**config.mk**
```make
export PLATFORM = sky130hd
export DESIGN_NAME = hc21_ste_requester
export DESIGN_NICKNAME = d
export VERILOG_FILES = /design/src/rtl/hc21_ste_requester.sv
export SDC_FILE = /design/constraint.sdc
export NUM_CORES = 1
export LEC_CHECK = 0
export CAP_MARGIN = 15
export CORE_MARGIN = 2
export CORE_UTILIZATION = 46
export CTS_BUF_LIST = sky130_fd_sc_hd__clkbuf_8
export CTS_CLUSTER_DIAMETER = 120
export DETAILED_ROUTE_END_ITERATION = 12
export PLACE_DENSITY = 0.75
export SLEW_MARGIN = 20
export SYNTH_ARGS = -nofsm -noshare
export SYNTH_HDL_FRONTEND = slang
export SYNTH_SLANG_ARGS = --single-unit
```
**constraint.sdc**
```tcl
create_clock -name sysclk -period 2.18 [get_ports sysclk]
set_input_delay 0.218 -clock sysclk [delete_from_list [all_inputs] [get_ports sysclk]]
set_output_delay 0.218 -clock sysclk [all_outputs]
set_load 0.01 [all_outputs]
```
**src/rtl/hc21_ste_requester.sv**
```systemverilog
// hc21_ste_requester
// Card-side STE backplane requester. It drives one attention request line
// for a local interrupt source. It also runs the bus-master
// request/acknowledge handshake on one STE bus request channel for a local
// DMA engine.
//
// Parameters:
//   ATN_LEVEL      - atnrq_n bit driven by this card (0..7, 0 = NMI)
//   BUS_CHAN       - busrq_n/busak_n pair used (0..1)
//   TIMEOUT_CYCLES - acknowledge wait limit (1..255); 0 disables the timeout
//
// Ports:
//   sysclk, sysrst_n - clock, asynchronous active-low reset
//   evt, evt_clr     - interrupt event pulse / ISR service strobe
//   atnrq_n[7:0]     - attention request lines (0 = asserted)
//   irq_pending      - attention request currently asserted
//   evt_overrun      - sticky: event seen while already pending
//   dma_req          - local engine wants bus mastership (level)
//   dma_done         - local engine finished (pulse, used while owning)
//   busrq_n[1:0]     - bus request lines (0 = asserted)
//   busak_n[1:0]     - bus acknowledge lines (asynchronous)
//   dma_grant        - local engine owns the bus
//   dma_timeout      - one-cycle pulse on acknowledge timeout
//
// Build option:
//   HC21_BUSAK_SYNC_EN - defined: two-flop synchroniser on busak_n;
//                        undefined: single register stage.
module hc21_ste_requester #(
    parameter int unsigned ATN_LEVEL      = 3,
    parameter int unsigned BUS_CHAN       = 0,
    parameter int unsigned TIMEOUT_CYCLES = 255
) (
    input  logic       sysclk,
    input  logic       sysrst_n,
    input  logic       evt,
    input  logic       evt_clr,
    output logic [7:0] atnrq_n,
    output logic       irq_pending,
    output logic       evt_overrun,
    input  logic       dma_req,
    input  logic       dma_done,
    output logic [1:0] busrq_n,
    input  logic [1:0] busak_n,
    output logic       dma_grant,
    output logic       dma_timeout
);

    localparam logic [7:0] ATN_MASK  = 8'(1 << ATN_LEVEL);
    localparam logic [1:0] CHAN_MASK = 2'(1 << BUS_CHAN);
    localparam logic [7:0] TO_LIM    = 8'(TIMEOUT_CYCLES);
    localparam logic       TO_EN     = (TIMEOUT_CYCLES != 0);

    typedef enum logic [1:0] {IDLE, REQ, OWN, REL} state_t;

    state_t     state_q, state_d;
    logic [7:0] cnt_q, cnt_d;
    logic       pend_q, pend_d;
    logic       ovr_q, ovr_d;
    logic       atn_n_q;
    logic       busrq_n_q, busrq_n_d;
    logic       grant_q, grant_d;
    logic       timeout_q, timeout_d;
    logic       ak;

    // Both acknowledge bits are registered; the channel is picked by mask.
`ifdef HC21_BUSAK_SYNC_EN
    logic [1:0] ak_meta_q, ak_sync_q;
    always_ff @(posedge sysclk or negedge sysrst_n) begin
        if (!sysrst_n) begin
            ak_meta_q <= '1;
            ak_sync_q <= '1;
        end else begin
            ak_meta_q <= busak_n;
            ak_sync_q <= ak_meta_q;
        end
    end
`else
    logic [1:0] ak_sync_q;
    always_ff @(posedge sysclk or negedge sysrst_n) begin
        if (!sysrst_n) ak_sync_q <= '1;
        else           ak_sync_q <= busak_n;
    end
`endif

    // ak = 1 while the selected acknowledge line is released
    assign ak = ~|(~ak_sync_q & CHAN_MASK);

    // Attention request: evt wins over evt_clr, and the pair clears overrun.
    always_comb begin
        pend_d = pend_q;
        ovr_d  = ovr_q;
        if (evt) begin
            pend_d = 1'b1;
            if (evt_clr)     ovr_d = 1'b0;
            else if (pend_q) ovr_d = 1'b1;
        end else if (evt_clr) begin
            pend_d = 1'b0;
            ovr_d  = 1'b0;
        end
    end

    // Bus request FSM
    always_comb begin
        state_d   = state_q;
        cnt_d     = cnt_q;
        timeout_d = 1'b0;
        case (state_q)
            IDLE: begin
                if (dma_req) begin
                    state_d = REQ;
                    cnt_d   = '0;
                end
            end
            REQ: begin
                if (!ak) begin
                    state_d = OWN;
                end else if (!dma_req) begin
                    state_d = REL;
                end else if (TO_EN && (cnt_q == TO_LIM)) begin
                    state_d   = REL;
                    timeout_d = 1'b1;
                end else if (cnt_q != '1) begin
                    // saturates so a disabled timeout never wraps
                    cnt_d = cnt_q + 8'd1;
                end
            end
            OWN: begin
                if (dma_done || !dma_req) state_d = REL;
            end
            REL: begin
                if (ak) state_d = IDLE;
            end
            default: state_d = IDLE;
        endcase
        busrq_n_d = ~((state_d == REQ) || (state_d == OWN));
        grant_d   = (state_d == OWN);
    end

    always_ff @(posedge sysclk or negedge sysrst_n) begin
        if (!sysrst_n) begin
            state_q   <= IDLE;
            cnt_q     <= '0;
            pend_q    <= 1'b0;
            ovr_q     <= 1'b0;
            atn_n_q   <= 1'b1;
            busrq_n_q <= 1'b1;
            grant_q   <= 1'b0;
            timeout_q <= 1'b0;
        end else begin
            state_q   <= state_d;
            cnt_q     <= cnt_d;
            pend_q    <= pend_d;
            ovr_q     <= ovr_d;
            atn_n_q   <= ~pend_d;
            busrq_n_q <= busrq_n_d;
            grant_q   <= grant_d;
            timeout_q <= timeout_d;
        end
    end

    // Unselected lines are tied released; selected lines come straight from flops.
    assign atnrq_n     = ~ATN_MASK | {8{atn_n_q}};
    assign busrq_n     = ~CHAN_MASK | {2{busrq_n_q}};
    assign irq_pending = pend_q;
    assign evt_overrun = ovr_q;
    assign dma_grant   = grant_q;
    assign dma_timeout = timeout_q;

endmodule
```
==> results.toml <==
[sta]
grt_setup_unrepaired = "no"
worstMarginPinSlew_ns = 0.7299
period_share_pct = 78.62
relSlewSlack_pct = 51.19
period_needed_ns = 1.714
finalHoldViolCount = 0
finalMaxSlewViolations = 0
max_freq_mhz = 583.4
fin_setup_tns_ns = 0
setup_ws_ns = 0.4660
finalSetupViolCount = 0
skew_ns = 0.003858

[routing]
route.detailed.drc = 0
via_per_inst = 5.227
drtAntennaViolNets = 0
drtIter0Drc = 20
num_vias = 669
drt-total-wl_um = 1527
wl_per_cell_um = 11.93
drtPass1Iterations = 4

[final_layout]
syn_to_final_growth_pct = 17.18
nNetsFinal = 114
seqCellArea_um2 = 429.2
finalInstanceArea_um2 = 1041
antennaDiodeCount = 0
drive_gt1_share_pct = 11.65
fillerInstances = 164
multi_input_area_um2 = 376.6

[logic_synthesis]
yosysUniqueCellTypes = 32
synth-seq-cells = 17
ys_seq_area_share_pct = 48.31
synth_area_per_cell_um2 = 9.871
synth_cells = 90
syn_area_um2 = 888.4
yosys_warnings = 0

[min_path]
hold_path.class = "in2reg"

[global_route]
grt_pass1_wl_um = 2470
first_global_vias = 566
grt_antenna_before_repair = 0
grt_max_degree = 18
grt_overflow = 0
grt_usage_pct = 15.80

[clock_network]
cts.repair.resized = 0
post_cts_buffers = 0
htreeDepth = 1
cts-root-buf = "clkbuf_8"
cts_hold_buf = 0
cts_sinks = 17
clk_latency_ns = 0.25
clock_path_buffers = 2
cts_tree = "done"
clk_pin_slew_ns = 0.06
cts_buffers = 3

[critical_path]
worstSetupPathType = "reg2reg"
worstSetupEndpoint = "busrq_n_q$_DFF_PN1_"
worstPathRequired_ns = 2.36
crit_path_end_kind = "flip-flop"
r2r-start = "cnt_q[0]$_DFFE_PN0P_"
critPathMaxFanout = 5
startpoint_type = "flip-flop"
worstPathArrival_ns = 1.89
crit_slowest_cell = "dfrtp_1"
crit_top_cell = "ha_1"
slowest_delay_ns = 0.40
ff2ff_setup_slack_ns = 0.47
path_cells = "ha_1 -> and4_1 -> nand4_1 -> a21o_1 -> a21oi_1 -> ha_1"
reg2reg_depth = 6
reg2reg_to = "busrq_n_q$_DFF_PN1_"
crit_path_start = "cnt_q[0]$_DFFE_PN0P_"

[die]
die_x_um = 47.95
fp.dieH_um = 47.95
dieArea_um2 = 2299
core_um2 = 1764
num_rows = 15
start_util_pct = 50.35
ios = 22

[place]
post-place-ws_ns = 0.3122
portBuffers = 12
place_area_um2 = 994.7
dpl.hpwl_um = 1140
routabilityCongestion = 0.7302

[status]
status = "finished, final reports clean"

[power_and_ir_drop]
leakage_nw = 0.4562
p_per_area_nw_per_um2 = 1023
worst_ir_drop_vdd_v = 0.0006678

[run]
drv_cap = 0
==> synth_stat cells <==
cell type   n  area, um2
dfrtp_1    14      350.3
buf_4      11      82.58
nand2_1     7      26.28
inv_1       6      22.52
a21oi_1     5      25.02
nand3_1     5      25.02
o21ai_0     5      25.02
dfstp_2     3      78.83
nand4_1     3      18.77
nor2_1      3      11.26
nor2b_1     3      18.77
a21o_1      2      15.01
ha_1        2      25.02
nor3b_1     2      15.01
or3_1       2      12.51
a221o_1     1      10.01
a22oi_1     1      7.510
and2_2      1      7.510
and2b_2     1      8.760
and3_1      1      6.260
and4_1      1      8.760
clkbuf_1    1      3.750
conb_1      1      3.750
nand3_4     1      17.52
o211ai_1    1      7.510
o21ai_1     1      5.000
o221ai_1    1      8.760
o311ai_0    1      8.760
o31ai_1     1      7.510
or2b_1      1      7.510
or4_1       1      7.510
or4b_1      1      10.01
==> per-stage QoR <==
step | cells | power, mW | util (%) | hold slack (ns)
2_1_floorplan | 97 | 0.7412 | - | -0.07759
3_3_place_gp | 124 | 0.8276 | 56.38 | 0.4853
3_5_place_dp | 124 | 0.8433 | 56.38 | 0.4955
4_1_cts | 128 | 1.077 | 59.01 | 0.3649
5_1_grt | 128 | 1.147 | 59.01 | 0.3741
6_report | 128 | 1.064 | 59.01 | 0.3710
==> critical path: cells and delay by family, from the launching register on <==
family	cells	cell delay [ns]
and+or+nand+nor	2	0.39
AOI/OAI and AO/OA	2	0.36
DFF	1	0.40
adders and majority gates	2	0.49
==> worst min path at each step <==
| stage | start | endpoint | slack (ns) | cells past startpoint |
|---|---|---|---|---|
| after floorplan | sysrst_n | cnt_q[0]$_DFFE_PN0P_ | -0.08 | 0 |
| after global placement | evt_overrun$_DFFE_PN0P_ | evt_overrun$_DFFE_PN0P_ | 0.49 | 2 |
| after detailed placement | evt_overrun$_DFFE_PN0P_ | evt_overrun$_DFFE_PN0P_ | 0.50 | 2 |
| after CTS | busak_n[0] | ak_sync_q[0]$_DFF_PN1_ | 0.36 | 1 |
| after global routing | busak_n[0] | ak_sync_q[0]$_DFF_PN1_ | 0.37 | 1 |
| final | busak_n[0] | ak_sync_q[0]$_DFF_PN1_ | 0.37 | 1 |
==> cell type report <==
type                    count  area share, %
clock inverters             1         0.4808
well taps                  25          3.005
flip-flops and latches     17          41.23
multi-input cells          62          36.18
inverters                   6          2.163
clock buffers               3          3.966
repair buffers             14          12.98
==> sequential cells by signal (all words and copies together), names as in the netlist <==
name,count
cnt_q,8
state_q,2
ak_sync_q,1
atn_n_q,1
busrq_n_q,1
dma_grant,1
dma_timeout,1
evt_overrun,1
irq_pending,1
==> cells in the final DEF (no fill, tap or decap), types with 2 or more instances in the layout <==
cell,synthesis,layout
dfrtp_1,14,14
clkdlybuf4s50_1,0,12
conb_1,1,8
nand2_1,7,7
inv_1,6,6
a21oi_1,5,5
o21ai_0,5,5
nand3_1,5,5
nand4_1,3,3
nor2_1,3,3
nor2b_1,3,3
dfstp_2,3,3
clkbuf_8,0,3
a21o_1,2,2
nor3b_1,2,2
or3_1,2,2
ha_1,2,2
buf_4,11,2
==> layer usage <==
metal | global-route usage (%) | routed length (um) | vias to the layer above
met4 | 4.865 | 20 | 0
met2 | 26.13 | 771 | 20
met5 | 0 | 0 | -
met1 | 19.25 | 657 | 319
met3 | 5.660 | 78 | 2
li1 | - | - | 328
==> cell families after synthesis <==
kind of cell | after synthesis | share of synthesized area [%]
buf+inv | 18 | 12.25
simple gates | 33 | 22.68
fa+ha+maj | 2 | 2.816
other cells | 1 | 0.4221
compound gates | 19 | 13.52
flops | 17 | 48.31
==> power breakdown <==
group | total (mW) | switching, mW | internal (mW)
registers | 0.514 | 0.0999 | 0.414
clock network | 0.228 | 0.101 | 0.127
logic | 0.323 | 0.160 | 0.163
Note: power is estimated with default switching activity, not from simulation.
==> variant 1, RTL diff (config.mk and constraints unchanged) <==
Add a define of `HC21_BUSAK_SYNC_EN`.
--- a/src/rtl/hc21_ste_requester.sv
+++ b/src/rtl/hc21_ste_requester.sv
@@ -25,6 +25,8 @@
 // Build option:
 //   HC21_BUSAK_SYNC_EN - defined: two-flop synchroniser on busak_n;
 //                        undefined: single register stage.
+`define HC21_BUSAK_SYNC_EN
+
 module hc21_ste_requester #(
     parameter int unsigned ATN_LEVEL      = 3,
     parameter int unsigned BUS_CHAN       = 0,
Function: changed (Yosys sat finds a counterexample within 4 cycles, from zero or initial values and one cycle with sysrst_n low).
==> variant 1 against the unedited design <==
Count of clock-buffer cells in the layout grew 1. Sequential cell count grew 1. Critical path type unchanged. Die area grew 2.7%. Largest cell class unchanged. Hold slack lost 0.013 ns. Wire length grew 2.8%. Power grew 6.0%. Synthesized area grew 3.0%. Highest routed layer unchanged. Worst setup slack lost 0.021 ns. Combinational power grew 2%. Cell area grew 3.6%.
==> variant 1: results <==
[status]
status = completed

[synthesis]
yosys.cell_types.count = 32
seq_area_frac_synth = 0.4979
synthFlopType = dfrtp_1
yosys-top-cells-area = dfrtp_1 38%, dfstp_2 11%, buf_4 9.0%, nand2_1 2.9%, a21oi_1 2.7%
synthArstFlopShare = 1.000
post_synth.cell_area_avg_um2 = 10.05

[grt]
grt_pass1_vias = 666
grt_usage = 0.1535
grt_pass1_wl_mm = 2.780
grt_max_degree = 19

[worst_hold_path]
hold_path_startpoint = ak_meta_q[0]$_DFF_PN1_
hold_path_class = reg -> reg

[cts]
root_buffer = clkbuf_8
cts-buffers-inserted = 3
h-tree-depth = 1

[route]
wirelength_met1_um = 743
post_drt_wl_per_cell_um = 11.98
first_iter_violations = 16
route.met2.wl_um = 741
vias_per_cell = 5.099
wl_met3_um = 55
wl_mm = 1.569

[setup_path]
endpoint = busrq_n_q$_DFF_PN1_
reg2reg_setup_slack_ns = 0.45
critPathMaxStageDelay_ns = 0.40
reg2reg_depth = 6
crit_path_max_fanout = 5
crit_arrival_ns = 1.91

[cells_and_area]
finalNetCount = 115
antenna_cells = 0
drive_gt1_frac = 0.1250
n_fill_cell = 180

[placed_design]
placedCellCount = 127
place_area_um2 = 1023
gp_congestion = 0.8364
post-dp-hpwl_mm = 1.184

[power_and_ir_drop]
leakagePower_nw = 0.4701
vdd_drop_max_mv = 0.6499
power_density_nw_per_um2 = 1047

[timing]
relSlewSlack = 0.4827
skew_ns = 0.002289
-- variant 1: cell types whose count changed after synthesis, sizes merged --
cell and change:
dfstp +1
-- variant 1: power by group --
group	total, mW	switching [mW]	internal, mW
logic	0.329	0.166	0.164
clock network	0.269	0.108	0.160
registers	0.531	0.0975	0.433
total	1.13	0.371	0.757
-- variant 1: layout make-up --
type	instances	share of cell area
flip-flops and latches	18	0.4223
multi-input cells	62	0.3492
repair buffers	14	0.1253
clock buffers	4	0.05104
well taps	27	0.03132
inverters	6	0.02088
-- variant 1: cells by family after synthesis --
logic type      Yosys count  share of synthesized area
simple gates             33                     0.2203
compound gates           19                     0.1313
flops                    18                     0.4980
buf+inv                  18                     0.1190
other cells               1                   0.004100
fa+ha+maj                 2                    0.02736
-- variant 1: critical path, delay by kind of cell, from the launching register on --
family          cells  cell delay [ns]
compound gates      2             0.37
flops               1             0.40
simple gates        2             0.39
fa+ha+maj           2             0.49
-- variant 1: per-stage QoR --
step           setup slack (ns)  hold WS, ns
6_report                 0.4453       0.3579
5_1_grt                  0.3345       0.3641
4_1_cts                  0.4471       0.3605
3_5_place_dp             0.2968       0.3490
3_3_place_gp             0.3434       0.3508
2_1_floorplan            0.6457     -0.07759
-- variant 1: layer usage --
layer  vias up  track usage
met2        16       0.2593
met5         -            0
li1        328            -
met1       320       0.1898
met3         4      0.03086
met4         0      0.07143
-- variant 1: worst min-delay path by stage --
stage	to	slack, ns	cells past startpoint
detailed placement	ak_sync_q[0]$_DFF_PN1_	0.35	0
floorplan	cnt_q[0]$_DFFE_PN0P_	-0.08	0
global route	ak_sync_q[0]$_DFF_PN1_	0.36	0
CTS	ak_sync_q[0]$_DFF_PN1_	0.36	0
global placement	ak_sync_q[0]$_DFF_PN1_	0.35	0
finish	ak_sync_q[0]$_DFF_PN1_	0.36	0
==> variant 2, RTL diff (same flow settings) <==
Without the edit above. Register the output `dma_timeout` once more, with the module's reset; this adds one clock of latency there. The other outputs are not delayed to match. Comments in the files are not updated.
--- a/src/rtl/hc21_ste_requester.sv
+++ b/src/rtl/hc21_ste_requester.sv
@@ -164,6 +164,12 @@
     assign irq_pending = pend_q;
     assign evt_overrun = ovr_q;
     assign dma_grant   = grant_q;
-    assign dma_timeout = timeout_q;
+    always_ff @(posedge sysclk or negedge sysrst_n) begin
+        if (!sysrst_n) begin
+            dma_timeout <= '0;
+        end else begin
+            dma_timeout <= timeout_q;
+        end
+    end
 
 endmodule
Function: same outputs for any inputs over 10 cycles, from zero or initial values and one cycle with sysrst_n low; that may be too few to reach the edited logic, so the function may still have changed.
==> variant 2 against the unedited design <==
Synthesized area up 4.8%. Power fell by 2.6%. Worst setup slack lost 0.081 ns. Sequential cell count increased by 1. Critical endpoint is now cnt_q[6]$_DFFE_PN0P_. Largest cell class unchanged. Critical path depth fell by 1. Non-clock buffer count fell by 1. Cell area grew 4.8%. Critical path type unchanged. Wire length up 12%.
==> variant 2: results <==
[cts]
cts-buffers-inserted = 3
h-tree-depth = 1
clkSlewWorstSetupHoldPaths_ns = 0.07
clockBufferDepth = 2
insertion_delay_ns = 0.26
cts_setup_buffers = 0
cts_resized = 0
root_buffer = clkbuf_8

[timing]
skew_ns = 0.002059
fin_ws_ns = 0.3854
worst_hold_slack_ns = 0.2871
relSlewSlack = 0.6609

[cells_and_area]
reg.largest.list = cnt_q x8, state_q x2
finalNetCount = 120
drive_gt1_frac = 0.1009
n_fill_cell = 184
top_register = cnt_q
antenna_cells = 0

[grt]
grt_pass1_wl_mm = 2.939
antenna_found_initial = 0
grt_pass1_vias = 685
grt-ovfl-total = 0
grt_max_degree = 19
grt_usage = 0.1645

[synthesis]
yosys.cell_types.count = 27
yosys-top-cells-area = dfrtp_1 40%, buf_4 8.9%, dfstp_2 8.5%, o21ai_0 4.8%, nor2_1 3.6%
synthFlopType = dfrtp_1
seq_area_frac_synth = 0.4879
synthArstFlopShare = 1.000
ys.warnings.count = 0
synth_commonest_cells = 15 x dfrtp_1, 11 x buf_4, 9 x nor2_1, 9 x o21ai_0

[power_and_ir_drop]
switching_share = 0.3243
leakagePower_nw = 0.4921
vdd_drop_max_mv = 0.8968

[setup_path]
timing.rr.start = cnt_q[0]$_DFFE_PN0P_
crit_path_max_fanout = 12
reg2reg_setup_slack_ns = 0.39
reg2reg_depth = 5
crit_arrival_ns = 1.94
r2r_end = cnt_q[6]$_DFFE_PN0P_

[status]
status = completed

[placed_design]
post-dp-hpwl_mm = 1.248
gp_congestion = 0.7786
detailedPlace.worstSlack_ns = 0.2654
portBuffers = 12

[route]
first_iter_violations = 30
vias = 713
firstDrtPassIters = 4
post_drt_wl_per_cell_um = 12.62

[worst_hold_path]
hold_path_class = in -> async
-- variant 2: kinds of logic after synthesis --
family	count (synthesis)	synth area share
compound gates	21	0.1384
other cells	1	0.004028
simple gates	37	0.2177
mux	1	0.01612
buf+inv	16	0.1089
flops	18	0.4879
fa+ha+maj	2	0.02688
-- variant 2: power by group through the flow --
stage               clock network, mW  registers, mW  logic (mW)
floorplan                           0          0.472       0.212
global placement                    0          0.480       0.273
detailed placement                  0          0.485       0.283
CTS                             0.278          0.480       0.287
global route                    0.289          0.494       0.322
finish                          0.269          0.482       0.285
-- variant 2: worst max-delay path by stage --
stage,from,endpoint
6_report,cnt_q[0]$_DFFE_PN0P_,cnt_q[6]$_DFFE_PN0P_
3_3_place_gp,dma_req,cnt_q[7]$_DFFE_PN0P_
3_5_place_dp,dma_req,cnt_q[7]$_DFFE_PN0P_
2_1_floorplan,cnt_q[0]$_DFFE_PN0P_,cnt_q[6]$_DFFE_PN0P_
4_1_cts,cnt_q[0]$_DFFE_PN0P_,cnt_q[6]$_DFFE_PN0P_
5_1_grt,cnt_q[0]$_DFFE_PN0P_,cnt_q[6]$_DFFE_PN0P_
-- variant 2: critical path: stages, from the launching register on --
cell      delay [ns]
dfrtp_1         0.41
ha_1            0.24
nand4_1         0.14
o221ai_2        0.43
nor2_1          0.14
mux2_4          0.32
-- variant 2: layout make-up --
class                   count  area (µm²)  area share
multi-input cells          69       401.6      0.3681
inverters                   5       18.77     0.01720
repair buffers             13       127.6      0.1170
well taps                  27       33.78     0.03096
flip-flops and latches     18       454.2      0.4163
clock buffers               4       55.05     0.05046
-- variant 2: metrics by stage --
| stage | power (mW) | std cells | cell area, µm² |
|---|---|---|---|
| floorplan | 0.6837 | 103 | 957.2 |
| global placement | 0.7533 | 132 | 1036 |
| CTS | 1.045 | 136 | 1091 |
| detailed placement | 0.7683 | 132 | 1036 |
| global route | 1.105 | 136 | 1091 |
| finish | 1.036 | 136 | 1091 |
-- variant 2: per-layer routing --
layer / share of wire / global-route usage / vias up / wire length (µm)
li1: - / - / 337 / -
met1: 0.42 / 0.1829 / 338 / 714
met2: 0.50 / 0.2785 / 31 / 850
met3: 0.045 / 0.02761 / 7 / 77
met4: 0.043 / 0.1286 / 0 / 73
met5: 0 / 0 / - / 0
